`config.mk`:
```
export PLATFORM = sky130hd
export DESIGN_NAME = linear_m_inv_serial_flat
export DESIGN_NICKNAME = d
export VERILOG_FILES = /design/src/rtl/linear_m_inv_serial_if.sv /design/src/rtl/linear_m_inv_serial.sv /design/src/flat_wrapper.sv
export SDC_FILE = /design/constraint.sdc
export NUM_CORES = 1
export LEC_CHECK = 0
export CAP_MARGIN = 20
export CORE_MARGIN = 2
export CORE_UTILIZATION = 50
export CTS_CLUSTER_SIZE = 20
export DETAILED_ROUTE_END_ITERATION = 8
export PLACE_DENSITY = 0.76
export SYNTH_ARGS = -nofsm -noshare
export SYNTH_HDL_FRONTEND = slang
export SYNTH_SLANG_ARGS = --single-unit
```
`constraint.sdc`:
```
create_clock -name clk -period 15.26 [get_ports clk]
set_clock_uncertainty 0.15 [all_clocks]
set_input_delay 3.052 -clock clk [delete_from_list [all_inputs] [get_ports clk]]
set_output_delay 3.052 -clock clk [all_outputs]
set_load 0.02 [all_outputs]
```
`src/rtl/linear_m_inv_serial_if.sv`:
```
// Nibble-stream bundle for linear_m_inv_serial: one input stream and one output stream,
// each nibble carrying SHARES share lanes side by side.
interface linear_m_inv_serial_if #(
    parameter int SHARES = 3
);
    logic                in_valid;
    logic                in_ready;
    logic [4*SHARES-1:0] in_nibble;
    logic                out_valid;
    logic                out_ready;
    logic [4*SHARES-1:0] out_nibble;
    logic                out_last;

    modport slave (
        input  in_valid, in_nibble, out_ready,
        output in_ready, out_valid, out_nibble, out_last
    );

    modport master (
        output in_valid, in_nibble, out_ready,
        input  in_ready, out_valid, out_nibble, out_last
    );
endinterface

```
`src/rtl/linear_m_inv_serial.sv`:
```
// Nibble-serial inverse PRINCE M' nibble permutation (inverse ShiftRows), applied share-wise.
// Two ping-pong banks: one fills in arrival order while the other drains in permuted order.
module linear_m_inv_serial #(
    parameter int SHARES = 3
) (
    input  logic                  clk,
    input  logic                  rst,
    linear_m_inv_serial_if.slave  io_strm
);
    localparam int W = 4 * SHARES;

    typedef enum logic {
        BANK_FREE = 1'b0,
        BANK_FULL = 1'b1
    } bank_st_t;

    bank_st_t     r_bank_st     [2];
    bank_st_t     w_bank_st_nxt [2];
    logic [W-1:0] r_mem         [2][16];
    logic [3:0]   r_wcnt;
    logic [3:0]   r_rcnt;
    logic         r_wb;
    logic         r_rb;

    logic         w_in_ready;
    logic         w_out_valid;
    logic         w_wr_fire;
    logic         w_rd_fire;
    logic         w_fill_done;
    logic         w_drain_done;
    logic [3:0]   w_wslot;
    logic [3:0]   w_rslot;
    logic [3:0]   w_rcnt_x2;

    // Handshake qualifiers come from flag registers only, never from the partner's valid/ready.
    assign w_in_ready   = (r_bank_st[r_wb] == BANK_FREE);
    assign w_out_valid  = (r_bank_st[r_rb] == BANK_FULL);
    assign w_wr_fire    = io_strm.in_valid & w_in_ready;
    assign w_rd_fire    = w_out_valid & io_strm.out_ready;
    assign w_fill_done  = w_wr_fire & (r_wcnt == 4'd15);
    assign w_drain_done = w_rd_fire & (r_rcnt == 4'd15);

    // MSB-first arrival lands in slot 15-wcnt; the k-th output reads slot (15+3k) mod 16.
    assign w_wslot   = ~r_wcnt;
    assign w_rcnt_x2 = {r_rcnt[2:0], 1'b0};
    assign w_rslot   = 4'd15 + w_rcnt_x2 + r_rcnt;

    // NOTE: every variable assigned here gets its default first, so no path can infer a latch.
    always_comb begin
        for (int b = 0; b < 2; b++) begin
            w_bank_st_nxt[b] = r_bank_st[b];
            if (w_fill_done && (r_wb == 1'(b))) begin
                w_bank_st_nxt[b] = BANK_FULL;
            end
            if (w_drain_done && (r_rb == 1'(b))) begin
                w_bank_st_nxt[b] = BANK_FREE;
            end
        end
    end

    // NOTE: clocked state is written with non-blocking assignments only, so every reader sees pre-edge values.
    always_ff @(posedge clk or posedge rst) begin
        if (rst) begin
            r_bank_st[0] <= BANK_FREE;
            r_bank_st[1] <= BANK_FREE;
            r_wcnt       <= 4'd0;
            r_rcnt       <= 4'd0;
            r_wb         <= 1'b0;
            r_rb         <= 1'b0;
        end else begin
            r_bank_st[0] <= w_bank_st_nxt[0];
            r_bank_st[1] <= w_bank_st_nxt[1];
            if (w_wr_fire) begin
                r_wcnt <= r_wcnt + 4'd1;
                if (w_fill_done) begin
                    r_wb <= ~r_wb;
                end
            end
            if (w_rd_fire) begin
                r_rcnt <= r_rcnt + 4'd1;
                if (w_drain_done) begin
                    r_rb <= ~r_rb;
                end
            end
        end
    end

    // NOTE: the banks are cleared by reset on purpose, so shares of an aborted state can never reappear.
    always_ff @(posedge clk or posedge rst) begin
        if (rst) begin
            for (int b = 0; b < 2; b++) begin
                for (int s = 0; s < 16; s++) begin
                    r_mem[b][s] <= '0;
                end
            end
        end else if (w_wr_fire) begin
            r_mem[r_wb][w_wslot] <= io_strm.in_nibble;
        end
    end

    assign io_strm.in_ready   = w_in_ready;
    assign io_strm.out_valid  = w_out_valid;
    assign io_strm.out_nibble = w_out_valid ? r_mem[r_rb][w_rslot] : '0;
    assign io_strm.out_last   = w_out_valid & (r_rcnt == 4'd15);

endmodule

```
`src/flat_wrapper.sv`:
```
// flat-port wrapper written by rule: the top's interface ports become plain ports
module linear_m_inv_serial_flat 
#(
    parameter int SHARES = 3
)
  (clk, rst, io_strm_in_valid, io_strm_in_nibble, io_strm_out_ready, io_strm_in_ready, io_strm_out_valid, io_strm_out_nibble, io_strm_out_last);
  linear_m_inv_serial_if #(.SHARES(SHARES)) io_strm_i ();
  input  logic clk;
  input  logic rst;
  input wire logic [$bits(io_strm_i.in_valid)-1:0] io_strm_in_valid;
  input wire logic [$bits(io_strm_i.in_nibble)-1:0] io_strm_in_nibble;
  input wire logic [$bits(io_strm_i.out_ready)-1:0] io_strm_out_ready;
  output wire logic [$bits(io_strm_i.in_ready)-1:0] io_strm_in_ready;
  output wire logic [$bits(io_strm_i.out_valid)-1:0] io_strm_out_valid;
  output wire logic [$bits(io_strm_i.out_nibble)-1:0] io_strm_out_nibble;
  output wire logic [$bits(io_strm_i.out_last)-1:0] io_strm_out_last;
  assign io_strm_i.in_valid = io_strm_in_valid;
  assign io_strm_i.in_nibble = io_strm_in_nibble;
  assign io_strm_i.out_ready = io_strm_out_ready;
  assign io_strm_in_ready = io_strm_i.in_ready;
  assign io_strm_out_valid = io_strm_i.out_valid;
  assign io_strm_out_nibble = io_strm_i.out_nibble;
  assign io_strm_out_last = io_strm_i.out_last;
  linear_m_inv_serial #(.SHARES(SHARES)) u_core (.clk(clk), .rst(rst), .io_strm(io_strm_i));
endmodule
```
==> impl_metrics.json <==
{
  "cts.clk_slew.worst_paths_ps": 60,
  "via_per_inst": 6.230,
  "cts.sinks": 396,
  "grt_usage_pct": 23.36,
  "cp-start-kind": "register",
  "placed_cells": 1679,
  "leakagePower_nw": 9.065,
  "async_reset_ff_share_pct": 100.0,
  "vias": 10903,
  "area_delta_synth_final_pct": 10.53,
  "layout.nets": 1286,
  "die_h_um": 196.4,
  "syn_nets": 1296,
  "ys_warn_count": 0,
  "die_w_um": 196.4,
  "synth_top_area_share_pct": 53.52,
  "crit_arrival_ps": 4490,
  "grt_pass1_vias": 11171,
  "antenna_found_initial": 0,
  "hpwlAfterDp_mm": 27.27,
  "initial_utilization_pct": 50.70,
  "io_pins": 31,
  "finalNonFillerCells": 1750,
  "grt_pass1_wl_mm": 68.26,
  "grt_max_degree": 106,
  "tns_ps": 0,
  "syn_inst": 1270,
  "cts_buffers": 41,
  "cts.repair.resized": 0,
  "drt_iter0_drc": 976,
  "synth_enable_flop_cells": 0,
  "row_count": 70,
  "slowest_stage": "ha_1",
  "peakVddDrop_mv": 0.1552,
  "synth_ff_type": "dfrtp_1",
  "synthTopCellsByArea": "dfrtp_1, mux2_2, mux4_2, mux2i_1, buf_2",
  "cp_max_fo": 21,
  "maxSlewHeadroom_pct": 29.11,
  "yosysTopAreaCell": "dfrtp_1",
  "tightest_slew_ps": 1062,
  "synth_area_um2": 18520,
  "max_stage_delay_ps": 970,
  "synth_cell_types": 48,
  "synth_area_per_cell_um2": 14.58,
  "cts_tree": "yes",
  "drive_gt1_share_pct": 42.90,
  "critPathTopFamily": "buffers and inverters",
  "ys_seq_elements": 396,
  "crit_buf_inv": 2,
  "crit_required_ps": 12060,
  "drc_errors": 0,
  "synthTopCellsByCount": "dfrtp_1, mux2_2, mux2i_1, mux4_2, clkbuf_1",
  "finalHoldViolations": 0,
  "core-area_um2": 36520,
  "clock_latency_ps": 530,
  "root_buffer": "clkbuf_16",
  "antenna_cells": 0,
  "avgRoutedWirePerCell_um": 25.21,
  "seq_area_frac_synth_pct": 53.52,
  "drt.antenna.violating_nets": 0,
  "hold_class": "reg -> reg",
  "post-route-period-util_pct": 50.40,
  "postCtsSetupRepairBufs": 0,
  "status": "completed",
  "finalSetupViolations": 0,
  "period_needed_ps": 7691,
  "wl_mm": 44.12,
  "cts_buffer_depth": 3,
  "synth.most_common_cell": "dfrtp_1",
  "htree_levels": 2,
  "p_per_area_nw_per_um2": 227.7,
  "firstDrtPassIters": 6,
  "io_buffer_count": 30,
  "rsz0062_at_grt": "no",
  "grt.overflow.total": 0,
  "path_cells": "clkinv_1, ha_1, nand2_1, o22ai_1, nor3_1, o32ai_1, clkdlybuf4s50_1",
  "dieArea_um2": 38590,
  "drv_slew": 0,
  "cts_hold_buf": 0,
  "crit_type": "reg -> out",
  "end_kind": "output port",
  "fmax_mhz": 130.0,
  "cap_violations": 0,
  "gp_congestion": 0.8487
}
## cell families after synthesis
logic type      synth area share (%)
compound gates                 3.027
xor+xnor                      0.6352
fa+ha+maj                     0.6757
buf+inv                        3.419
flops                          53.52
mux                            35.70
simple gates                   3.027
## flip-flops by register name, summed over array words and instances (netlist names)
register	flops
u_core.r_mem	384
u_core.r_rcnt	4
u_core.r_wcnt	4
u_core.r_bank_st	2
u_core.r_rb	1
u_core.r_wb	1
## report_power, final
part,internal (mW),switching [mW]
clock network,0.566,0.397
logic,0.963,1.06
registers,1.45,0.221
total,2.98,1.68
## worst register-to-register path: cells and delay by family, from the launching register on
| family | cells | cell delay, ps |
|---|---|---|
| and+or+nand+nor | 3 | 1440 |
| buffers and inverters | 1 | 140 |
| DFF | 1 | 410 |
| muxes | 1 | 560 |
| adders and majority gates | 1 | 240 |
## area by class of cell
cell class,count,area (µm²)
multi-input combinational,755,7996
sequential,396,9915
clock inverter,8,93.84
timing repair buffer,60,670.6
tap,468,585.6
clock buffer,57,1176
fill,2777,16060
inverter,6,30.03
## path summary, 6_finish.rpt
kind | from | end | slack [ps] | cells after the start
max | u_core.r_rcnt[0]$_DFFE_PP0P_ | io_strm_out_nibble[2] | 7570 | 7
min in group asynchronous | rst | u_core.r_mem[306]$_DFFE_PP0P_ | 2920 | 2
max reg2reg | u_core.r_wcnt[0]$_DFFE_PP0P_ | u_core.r_mem[370]$_DFFE_PP0P_ | 12200 | 6
min reg2reg | u_core.r_mem[17]$_DFFE_PP0P_ | u_core.r_mem[17]$_DFFE_PP0P_ | 350 | 1
max in group asynchronous | rst | u_core.r_mem[34]$_DFFE_PP0P_ | 10020 | 5
min | u_core.r_mem[17]$_DFFE_PP0P_ | u_core.r_mem[17]$_DFFE_PP0P_ | 350 | 1
## cell usage in the layout (no fill, tap or decap), drive strengths merged, types with 10 or more instances in the layout
master	instances
dfrtp	396
mux2	394
mux2i	93
clkbuf	59
mux4	55
nand2	45
clkdlybuf4s50	30
buf	28
o22ai	24
nor2	19
a221oi	14
nor3	12
nand3	12
ha	10
## metal layers
metal,global-route usage (%),vias up,routed length [µm]
li1,-,4643,-
met1,31.81,5779,18710
met2,37.59,355,21000
met3,3.217,126,2194
met4,10.75,0,2213
met5,0,-,0
## metrics by stage
stage / area [µm²] / utilization [%] / hold WS [ps] / worst slack, ps / power [mW]
detailed placement: 19040 / 52.12 / 337.0 / 8194 / 3.680
finish: 20470 / 56.04 / 348.9 / 7569 / 4.660
floorplan: 18520 / - / 299.3 / 1047 / 3.034
global route: 20470 / 56.04 / 358.5 / 7462 / 4.871
global placement: 18980 / 51.96 / 315.6 / 8082 / 3.609
CTS: 20310 / 55.60 / 349.5 / 7627 / 4.647
Note: power is estimated with default switching activity, not from simulation.
